## src/rtl/instr_decode_pipe_pkg.sv

```systemverilog
// Shared constants for the instruction decode pipeline: mode codes, opcode
// codes, ALU operation codes, FSM state encoding and instruction field macros.
// Optional feature macro used by the design: INSTR_DECODE_ILLEGAL_TRAP_EN.

`ifndef INSTR_DECODE_PIPE_PKG_SV
`define INSTR_DECODE_PIPE_PKG_SV

// Field extraction in terms of the word width (IW) and register address width (RW)
`define IDP_MODE(word, IW)   word[(IW)-1 -: 2]
`define IDP_OPCODE(word, IW) word[(IW)-3 -: 4]
`define IDP_R1(word, RW)     word[2*(RW)-1 -: (RW)]
`define IDP_R2(word, RW)     word[(RW)-1:0]

package instr_decode_pipe_pkg;

  // Instruction modes
  localparam logic [1:0] MODE_REG = 2'b00;
  localparam logic [1:0] MODE_DAT = 2'b01;

  // Register-mode opcodes
  localparam logic [3:0] OP_SHOWR = 4'd0;
  localparam logic [3:0] OP_ADD   = 4'd1;
  localparam logic [3:0] OP_SUB   = 4'd2;
  localparam logic [3:0] OP_AND   = 4'd3;
  localparam logic [3:0] OP_OR    = 4'd4;

  // Data-mode opcodes
  localparam logic [3:0] OP_LDI   = 4'd0;
  localparam logic [3:0] OP_ADDI  = 4'd1;

  // ALU operation codes (zero-extended to ALUOP_W at the ports)
  localparam logic [2:0] ALU_PD1  = 3'd0;
  localparam logic [2:0] ALU_ADD  = 3'd1;
  localparam logic [2:0] ALU_SUB  = 3'd2;
  localparam logic [2:0] ALU_AND  = 3'd3;
  localparam logic [2:0] ALU_OR   = 3'd4;
  localparam logic [2:0] ALU_PIMM = 3'd5;

  // Decoder FSM: waiting for an opcode word, or for the immediate of a DAT instruction
  typedef enum logic [0:0] {
    S_OP  = 1'b0,
    S_IMM = 1'b1
  } state_t;

endpackage

`endif

```

## src/rtl/instr_field_decode.sv

```systemverilog
// Purely combinational mode/opcode decoder producing the control part of a
// decoded bundle. Words that are not legal instructions decode as a PD1
// no-op with o_Illegal set.

module instr_field_decode
  import instr_decode_pipe_pkg::*;
#(
  parameter int ALUOP_W = 4
) (
  input  logic [1:0]         i_Mode,
  input  logic [3:0]         i_Opcode,
  output logic [ALUOP_W-1:0] o_ALUOp,
  output logic               o_WriteBack,
  output logic               o_ShowR1,
  output logic               o_UseImm,
  output logic               o_Illegal
);

  logic [2:0] w_alu;

  // Map mode/opcode to control signals; anything unlisted is illegal
  always_comb begin
    w_alu       = ALU_PD1;
    o_WriteBack = 1'b0;
    o_ShowR1    = 1'b0;
    o_UseImm    = 1'b0;
    o_Illegal   = 1'b0;
    case (i_Mode)
      MODE_REG: begin
        case (i_Opcode)
          OP_SHOWR: begin w_alu = ALU_PD1; o_ShowR1    = 1'b1; end
          OP_ADD:   begin w_alu = ALU_ADD; o_WriteBack = 1'b1; end
          OP_SUB:   begin w_alu = ALU_SUB; o_WriteBack = 1'b1; end
          OP_AND:   begin w_alu = ALU_AND; o_WriteBack = 1'b1; end
          OP_OR:    begin w_alu = ALU_OR;  o_WriteBack = 1'b1; end
          default:  o_Illegal = 1'b1;
        endcase
      end
      MODE_DAT: begin
        case (i_Opcode)
          OP_LDI:  begin w_alu = ALU_PIMM; o_WriteBack = 1'b1; o_UseImm = 1'b1; end
          OP_ADDI: begin w_alu = ALU_ADD;  o_WriteBack = 1'b1; o_UseImm = 1'b1; end
          default: o_Illegal = 1'b1;
        endcase
      end
      default: o_Illegal = 1'b1;
    endcase
  end

  assign o_ALUOp = ALUOP_W'(w_alu);

endmodule

```

## src/rtl/instr_decode_pipe.sv

```systemverilog
// Registered valid/ready instruction decoder. REG words decode in one beat;
// DAT words hold their opcode/registers until the following immediate word.
// Optional feature: define INSTR_DECODE_ILLEGAL_TRAP_EN to emit flagged
// bundles for illegal words and count them (o_Illegal, o_IllegalCnt).

module instr_decode_pipe
  import instr_decode_pipe_pkg::*;
#(
  parameter int INSTR_W = 16,
  parameter int RADDR_W = 3,
  parameter int ALUOP_W = 4
) (
  input  logic               i_CLK,
  input  logic               i_RSTn,
  input  logic [INSTR_W-1:0] i_Instr,
  input  logic               i_InstrValid,
  output logic               o_InstrReady,
  output logic               o_Valid,
  input  logic               i_Ready,
  output logic [RADDR_W-1:0] o_AddrReg1,
  output logic [RADDR_W-1:0] o_AddrReg2,
  output logic [ALUOP_W-1:0] o_ALUOp,
  output logic               o_WriteBack,
  output logic               o_ShowR1,
  output logic               o_UseImm,
`ifdef INSTR_DECODE_ILLEGAL_TRAP_EN
  output logic               o_Illegal,
  output logic [7:0]         o_IllegalCnt,
`endif
  output logic [INSTR_W-1:0] o_Imm
);

  state_t r_state, w_state_nxt;

  logic [3:0]         r_hold_op;
  logic [RADDR_W-1:0] r_hold_r1, r_hold_r2;

  logic               r_valid, r_wb, r_show, r_useimm;
  logic [RADDR_W-1:0] r_a1, r_a2;
  logic [ALUOP_W-1:0] r_alu;
  logic [INSTR_W-1:0] r_imm;

  logic               w_in_fire, w_out_fire, w_load, w_hold_en;
  logic [1:0]         w_dec_mode;
  logic [3:0]         w_dec_op;
  logic [ALUOP_W-1:0] w_dec_alu;
  logic               w_dec_wb, w_dec_show, w_dec_useimm, w_dec_illegal;

  assign o_InstrReady = !r_valid || i_Ready;
  assign w_in_fire    = i_InstrValid && o_InstrReady;
  assign w_out_fire   = r_valid && i_Ready;

  // In S_IMM the control fields come from the held DAT opcode, not the incoming word
  assign w_dec_mode = (r_state == S_IMM) ? MODE_DAT  : `IDP_MODE(i_Instr, INSTR_W);
  assign w_dec_op   = (r_state == S_IMM) ? r_hold_op : `IDP_OPCODE(i_Instr, INSTR_W);

  instr_field_decode #(.ALUOP_W(ALUOP_W)) u_field_decode (
    .i_Mode      (w_dec_mode),
    .i_Opcode    (w_dec_op),
    .o_ALUOp     (w_dec_alu),
    .o_WriteBack (w_dec_wb),
    .o_ShowR1    (w_dec_show),
    .o_UseImm    (w_dec_useimm),
    .o_Illegal   (w_dec_illegal)
  );

  // Next-state, output-register load and DAT holding-register capture decisions
  always_comb begin
    w_state_nxt = r_state;
    w_load      = 1'b0;
    w_hold_en   = 1'b0;
    if (w_in_fire) begin
      if (r_state == S_IMM) begin
        w_load      = 1'b1;
        w_state_nxt = S_OP;
      end else if (w_dec_illegal) begin
`ifdef INSTR_DECODE_ILLEGAL_TRAP_EN
        w_load = 1'b1;
`else
        w_load = 1'b0;
`endif
      end else if (w_dec_mode == MODE_DAT) begin
        w_hold_en   = 1'b1;
        w_state_nxt = S_IMM;
      end else begin
        w_load = 1'b1;
      end
    end else begin
      w_state_nxt = r_state;
    end
  end

  // FSM state register
  always_ff @(posedge i_CLK or negedge i_RSTn) begin
    if (!i_RSTn) r_state <= S_OP;
    else         r_state <= w_state_nxt;
  end

  // Capture opcode and register fields of a DAT word while its immediate is awaited
  always_ff @(posedge i_CLK or negedge i_RSTn) begin
    if (!i_RSTn) begin
      r_hold_op <= 4'd0;
      r_hold_r1 <= '0;
      r_hold_r2 <= '0;
    end else if (w_hold_en) begin
      r_hold_op <= `IDP_OPCODE(i_Instr, INSTR_W);
      r_hold_r1 <= `IDP_R1(i_Instr, RADDR_W);
      r_hold_r2 <= `IDP_R2(i_Instr, RADDR_W);
    end
  end

  // Output bundle register: load a new bundle (possibly while draining), else clear valid on drain
  always_ff @(posedge i_CLK or negedge i_RSTn) begin
    if (!i_RSTn) begin
      r_valid  <= 1'b0;
      r_alu    <= '0;
      r_wb     <= 1'b0;
      r_show   <= 1'b0;
      r_useimm <= 1'b0;
      r_a1     <= '0;
      r_a2     <= '0;
      r_imm    <= '0;
    end else if (w_load) begin
      r_valid  <= 1'b1;
      r_alu    <= w_dec_alu;
      r_wb     <= w_dec_wb;
      r_show   <= w_dec_show;
      r_useimm <= w_dec_useimm;
      r_a1     <= (r_state == S_IMM) ? r_hold_r1 : `IDP_R1(i_Instr, RADDR_W);
      r_a2     <= (r_state == S_IMM) ? r_hold_r2 : `IDP_R2(i_Instr, RADDR_W);
      r_imm    <= (r_state == S_IMM) ? i_Instr : '0;
    end else if (w_out_fire) begin
      r_valid <= 1'b0;
    end
  end

`ifdef INSTR_DECODE_ILLEGAL_TRAP_EN
  logic       r_illegal;
  logic [7:0] r_ill_cnt;

  // Illegal flag travels with the bundle; the counter saturates at 255
  always_ff @(posedge i_CLK or negedge i_RSTn) begin
    if (!i_RSTn) begin
      r_illegal <= 1'b0;
      r_ill_cnt <= 8'd0;
    end else if (w_load) begin
      r_illegal <= w_dec_illegal;
      if (w_dec_illegal && (r_ill_cnt != 8'hFF)) r_ill_cnt <= r_ill_cnt + 8'd1;
    end
  end

  assign o_Illegal    = r_illegal;
  assign o_IllegalCnt = r_ill_cnt;
`endif

  assign o_Valid     = r_valid;
  assign o_ALUOp     = r_alu;
  assign o_WriteBack = r_wb;
  assign o_ShowR1    = r_show;
  assign o_UseImm    = r_useimm;
  assign o_AddrReg1  = r_a1;
  assign o_AddrReg2  = r_a2;
  assign o_Imm       = r_imm;

endmodule

```

## config.mk

```make
export PLATFORM = sky130hd
export DESIGN_NAME = instr_decode_pipe
export DESIGN_NICKNAME = d
export VERILOG_FILES = /design/src/rtl/instr_decode_pipe_pkg.sv /design/src/rtl/instr_field_decode.sv /design/src/rtl/instr_decode_pipe.sv
export SDC_FILE = /design/constraint.sdc
export NUM_CORES = 1
export LEC_CHECK = 0
export CELL_PAD_IN_SITES_DETAIL_PLACEMENT = 0
export CELL_PAD_IN_SITES_GLOBAL_PLACEMENT = 2
export CORE_MARGIN = 8
export CORE_UTILIZATION = 33
export CTS_BUF_LIST = sky130_fd_sc_hd__clkbuf_16
export CTS_CLUSTER_DIAMETER = 60
export CTS_CLUSTER_SIZE = 14
export DETAILED_ROUTE_END_ITERATION = 10
export HOLD_SLACK_MARGIN = 0.12
export PLACE_DENSITY = 0.8
export SYNTH_ARGS = -nofsm -noshare
export SYNTH_HDL_FRONTEND = slang
export SYNTH_SLANG_ARGS = --single-unit
```

## constraint.sdc

```tcl
create_clock -name i_CLK -period 2.6 [get_ports i_CLK]
set_input_delay 0.78 -clock i_CLK [delete_from_list [all_inputs] [get_ports i_CLK]]
set_output_delay 0.78 -clock i_CLK [all_outputs]
set_load 0.02 [all_outputs]
```

* Yosys cells after proc, flatten, opt, wreduce, memory -nomap -nowiden
Cells that the tools add are included.
** Storage, ports and cells
- Register bits :: 40
- Output and inout bits :: 31
- Logic and storage cells :: 54
** Operators by class
- Equal/unequal tests :: 5
- Muxes and demuxes :: 27
- Reductions and logical operators :: 10
** Operators with widths (count)
- $mux 1 :: 17
- $mux 16 :: 1
- $pmux 3 s2 :: 2
- $pmux 3 s4 :: 1
- $eq 4x2->1 const B :: 2
- $mux 3 :: 2
- $reduce_or 5->1 :: 1
- $eq 4x1->1 const B :: 1
- $eq 4x3->1 const B :: 1
- $logic_not 4->1 :: 1
- $mux 4 :: 1
- $pmux 1 s2 :: 2
- $reduce_or 4->1 :: 1
- $eq 2x1->1 const B :: 1
- $logic_and 1x1->1 :: 2
- $logic_not 2->1 :: 1
- $mux 2 :: 1
- $reduce_bool 2->1 :: 1
- $reduce_or 2->1 :: 1
- $logic_not 1->1 :: 1
- $logic_or 1x1->1 :: 1

* Longest topological paths before layout
- Word-level depth :: 9
- Mapped depth :: 7
- Depth with buffers taken out :: 4

* By module
A second synthesis with hierarchy kept.
** Second synthesis, totals
- Cell total of the unflattened synthesis :: 138
- Area total of the unflattened synthesis :: 1836.8 um^2
** Modules (own cells, without submodules)
- instr_decode_pipe :: times used 1, cells an instance 118, area each 1696.6 um^2, sequential area each 1026.0 um^2
- instr_field_decode :: times used 1, cells an instance 20, area each 140.1 um^2, sequential area each 0.0 um^2

* Least setup slack after synthesis
No wires, ideal clock.
- Kind :: input to register
- Start :: input i_Ready
- End :: register r_alu[0], in the netlist o_ALUOp[0]
- Library setup time :: 0.125 ns
- Arrival time :: 1.922 ns
- Data required time :: 2.475 ns
- Slack :: 0.553 ns
- Stages on the path :: 6
- Path buffers :: 2
- Path through :: nand2b_4 and3_1 buf_2 o21ai_2 buf_6 mux2_4
** On the way
- Cells in the longest elaborated chain, start to end :: 3
** Ends and longest elaborated chain
- start, declared :: RTL line instr_decode_pipe.sv:19 : input logic i_Ready,
- $logic_or 1x1->1 :: RTL line instr_decode_pipe.sv:49 : assign o_InstrReady = !r_valid || i_Ready;
- $logic_and 1x1->1 :: RTL line instr_decode_pipe.sv:50 : assign w_in_fire = i_InstrValid && o_InstrReady;
- $mux 1 :: RTL line instr_decode_pipe.sv:72 : if (w_in_fire) begin
- end signal, assigned :: RTL line instr_decode_pipe.sv:125 : r_alu <= w_dec_alu;
- end, declared :: RTL line instr_decode_pipe.sv:40 : logic [ALUOP_W-1:0] r_alu;
Every way passes these cells.
A chain may end at the register's enable or synchronous reset.

* Final worst setup path
- Start :: input i_Ready
- End :: output o_InstrReady
** On the way
- Cells in the longest elaborated chain, start to end :: 1
** Ends and longest elaborated chain
- $logic_or 1x1->1 :: RTL line instr_decode_pipe.sv:49
- end, declared :: RTL line instr_decode_pipe.sv:17 : output logic o_InstrReady,
Every way passes these cells.

==> tab_implementation.tex <==
\begin{tabular}{lr}
\hline
Metric & Value \\
\hline
\multicolumn{2}{l}{\textbf{Die}} \\
\quad Number of placed I/O pins & 51 \\
\quad Initial Utilization & 33.5\% \\
\quad Area of the core & approximately 5400 sq um \\
\quad Die Span Y & around 90 um \\
\quad DIE AREA & roughly 8000 sq um \\
\quad Num rows & 27 \\
\quad Die width & about 90 um \\
\multicolumn{2}{l}{\textbf{Logic synthesis}} \\
\quad Adder-Cell Fraction of Synth Area & 0\% \\
\quad Number of synthesized flops with an enable pin & 0 \\
\quad Prevailing post-synth register cell & dfrtp\_1 \\
\quad Share of flip-flops with an asynchronous set or reset & 100\% \\
\quad Unique masters post-synth & 34 \\
\quad Dominant cell by count in the synthesized netlist & dfrtp\_1 \\
\quad Synthesized-area fraction occupied by ao, oa, aoi and oai cells & approximately 12\% \\
\quad Combinational family with the most area after synthesis & multiplexers \\
\quad Fraction of the yosys area taken by sequential cells & 55.6\% \\
\quad Portion of netlist area occupied by mux cells & between 10\% and 20\% \\
\quad Simple-gate share of the synthesized area & 10.2\% \\
\quad Area leader, netlist & dfrtp\_1 \\
\quad Area share of the largest cell type after synthesis & a little under three fifths \\
\quad Seq cells post-synth & 40 \\
\quad Synthesized netlist cell count & between 100 and 150 \\
\quad Most used standard cells in the synthesized netlist & 40 x dfrtp\_1, 16 x a22o\_1, 11 x mux2\_4 \\
\quad Syn Nets & roughly 150 \\
\quad Average cell area after synthesis & around 14 sq um \\
\quad Xor/xnor cell area share of the yosys netlist & 0\% \\
\quad Top area cells in the synthesized netlist & dfrtp\_1 56\%, mux2\_4 9.2\%, a22o\_1 7.8\%, mux2\_1 5.0\%, mux2\_2 3.1\% \\
\quad Cell Area, Synth & 1800 sq um \\
\quad Count of warnings emitted by yosys & 0 \\
\multicolumn{2}{l}{\textbf{Clocking}} \\
\quad Total clock buffers created by CTS & 5 \\
\quad Hold bufs inserted after CTS & 0 \\
\quad CTS HTree Levels & 2 \\
\quad Clock tree sinks & 40 \\
\quad Number of buffers on the longest clock path & 2 \\
\quad Clock Latency Late Sink & between 0.2 and 0.3 ns \\
\quad Reg clk slew, reported paths & approximately 0.050 ns \\
\quad CTS tree & built \\
\quad Post-CTS setup buffers & 0 \\
\quad Root buffer cell & clkbuf\_16 \\
\multicolumn{2}{l}{\textbf{Placed design}} \\
\quad Number of buffer cells added on primary ports & between 40 and 50 \\
\quad Final Wtd Congestion & between 0.8 and 0.9 \\
\quad DP Wirelength & between 3000 and 4000 um \\
\quad Cell total after placement & 259 \\
\multicolumn{2}{l}{\textbf{Hold path}} \\
\quad Launch instance of the worst min-delay path & r\_hold\_r1[1] \\
\quad Worst Hold End & r\_hold\_r1[1] \\
\quad Worst hold stages & 1 \\
\quad Class of the worst hold path & reg2reg \\
\multicolumn{2}{l}{\textbf{Routing}} \\
\quad Total via count in the routed design & roughly 1300 \\
\quad Avg WL per Cell & $\sim$17 um \\
\quad Drc violations & 0 \\
\quad First-iteration detailed-routing DRC count & 32 \\
\quad Antenna violation net count after detailed routing & 0 \\
\quad Number of iterations in the first detailed-routing pass & 4 \\
\quad Average vias per placed instance & 4.99 \\
\quad Final routed wirelength across all metal layers & 4610 um \\
\multicolumn{2}{l}{\textbf{Pwr}} \\
\quad VDD IR-drop max & between 300 and 400 uV \\
\quad Power per cell area & around 670 nW/um\^{}2 \\
\quad P\_leak & around 1.2 nW \\
\quad Post-layout total power & 1.73 mW \\
\multicolumn{2}{l}{\textbf{Global route}} \\
\quad Wire length of the first global-routing pass & approximately 7700 um \\
\quad Vias in the first global route & roughly 1500 \\
\quad Sum of overflow across all layers after global routing & 0 \\
\quad All-Layer GR Usage & between 10\% and 20\% \\
\quad Number of antenna violations at the first check in global routing & 0 \\
\quad Pin count of the biggest net entering global routing & 41 \\
\multicolumn{2}{l}{\textbf{Critical path}} \\
\quad Startpoint type of the worst setup path & input pin \\
\quad Reg2Reg Depth & 6 \\
\quad Worst Path Buf+Inv & 2 \\
\quad Cells along the critical path & clkdlybuf4s50\_1, nand2b\_4, dlygate4sd2\_1 \\
\quad Minimum setup slack among reg-to-reg paths & approximately 0.71 ns \\
\quad Startpoint of the lowest-slack register-to-register path & r\_state \\
\quad Data arrival time at the worst-slack endpoint & approximately 1.7 ns \\
\quad Endpoint type of the worst setup path & output port \\
\quad Capturing point of the worst reg2reg path & o\_Imm[11] \\
\quad Critical-path cell with the highest stage delay & clkdlybuf4s50\_1 \\
\quad Largest stage delay on the critical path & 0.46 ns \\
\quad Required time of the critical path & $\sim$1.8 ns \\
\quad Critical Setup Path Class & in2out \\
\quad Max Fanout on Critical Path & 2 \\
\quad Top cell family by delay on the critical path & buffers and inverters \\
\multicolumn{2}{l}{\textbf{Finish}} \\
\quad Area added between synthesis and finish & 44.1\% \\
\quad Final cell count without fillers & 267 \\
\quad Share of cells above drive strength 1 & between 20 and 25\% \\
\quad Nets@finish & roughly 210 \\
\quad Number of antenna cells inserted & 0 \\
\multicolumn{2}{l}{\textbf{STA}} \\
\quad Unrepaired setup endpoints after global routing & false \\
\quad Final Cycle Share & a little over nine tenths \\
\quad Final worst clock skew & around 0.0047 ns \\
\quad Max Slew Vio Count & 0 \\
\quad Worst rel slew slack & between 40\% and 50\% \\
\quad Worst slew pin tran & about 0.89 ns \\
\quad Worst hold-check slack & 0.492 ns \\
\quad Sum Neg Setup Slack & 0 ns \\
\quad Time the final worst path needs with I/O delays and setup & 2.49 ns \\
\quad Highest clock rate & between 400 and 500 MHz \\
\quad Count of final setup violators & 0 \\
\quad Number of failing hold endpoints at the final stage & 0 \\
\multicolumn{2}{l}{\textbf{Flow run}} \\
\quad Max-cap violation count & 0 \\
\multicolumn{2}{l}{\textbf{Outcome}} \\
\quad Outcome & completed \\
\hline
\end{tabular}
## area by class of cell
| cell class | instances | area, sq um |
|---|---|---|
| Sequential cell | 40 | 1000 |
| Timing Repair Buffer | 65 | 629 |
| Multi-Input combinational cell | 77 | 717 |
| Clock inverter | 3 | 11.3 |
| Fill cell | 466 | 2780 |
| Clock buffer | 5 | 125 |
| Tap cell | 72 | 90.1 |
| Inverter | 5 | 18.8 |
## timing repair
item                       4_1_cts  5_1_grt
setup endpoints to repair        1        0
resized for setup                1        0
hold endpoints to repair         0        0
## layout by cell type (no fill, tap or decap), drive strengths merged, types with 3 or more instances in the layout
| master | netlist | routed |
|---|---|---|
| a22o | 16 | 16 |
| buf | 7 | 17 |
| clkbuf | 2 | 5 |
| inv | 5 | 7 |
| and2 | 3 | 3 |
| dfrtp | 40 | 40 |
| mux2 | 24 | 24 |
| clkdlybuf4s50 | 0 | 47 |
| nand2 | 6 | 6 |
| nor2 | 4 | 4 |
## how the worst max path moves through the flow
stage,start,endpoint,slack (ns),cells past startpoint
2_1_floorplan,i_Ready,o_ALUOp[0],0.55,6
3_3_place_gp,i_Ready,o_InstrReady,-0.13,3
3_5_place_dp,i_Ready,o_InstrReady,-0.15,3
4_1_cts,i_Ready,o_InstrReady,0.12,3
5_1_grt,i_Ready,o_InstrReady,0.07,3
6_report,i_Ready,o_InstrReady,0.11,3
## through the flow
stage               setup WS [ns]  utilization, %  instance area (sq um)
finish                      0.114            48.3                   2590
global placement           -0.129            45.7                   2460
detailed placement         -0.150            45.7                   2460
global route               0.0724            48.3                   2590
CTS                         0.119            48.3                   2590
floorplan                   0.553               -                   1800
## report_power, final
group / total (mW) / leakage, nW / switching, mW / internal (mW)
clock: 0.565 / 0.0738 / 0.221 / 0.345
combinational: 0.411 / 0.618 / 0.182 / 0.229
sequential: 0.753 / 0.532 / 0.0491 / 0.703
total: 1.73 / 1.22 / 0.452 / 1.28
## per-layer routing
layer  global-route usage [%]  part of all wire, %  wire length [um]  up-vias
met5                        0                    0                 0        -
met4                     5.92                  1.4                66        0
met3                     2.74                  3.8               177        6
met2                     19.6                   48              2230       38
met1                     13.8                   46              2130      689
li1                         -                    -                 -      600
## registers in the layout, indices dropped and copies added (netlist names)
signal / cells
o_Valid: 1
r_hold_r2: 3
o_ShowR1: 1
r_hold_r1: 3
o_WriteBack: 1
r_hold_op: 4
r_state: 1
o_UseImm: 1
o_ALUOp: 3
o_Imm: 16
o_AddrReg2: 3
o_AddrReg1: 3
## cell families (layout without fill, tap and decap cells)
family | count (synthesis) | in the layout
compound gates | 24 | 24
buf+inv | 14 | 78
flops | 40 | 40
mux | 25 | 25
other cells | 1 | 1
simple gates | 27 | 27
(Power assumes the default switching activity.)
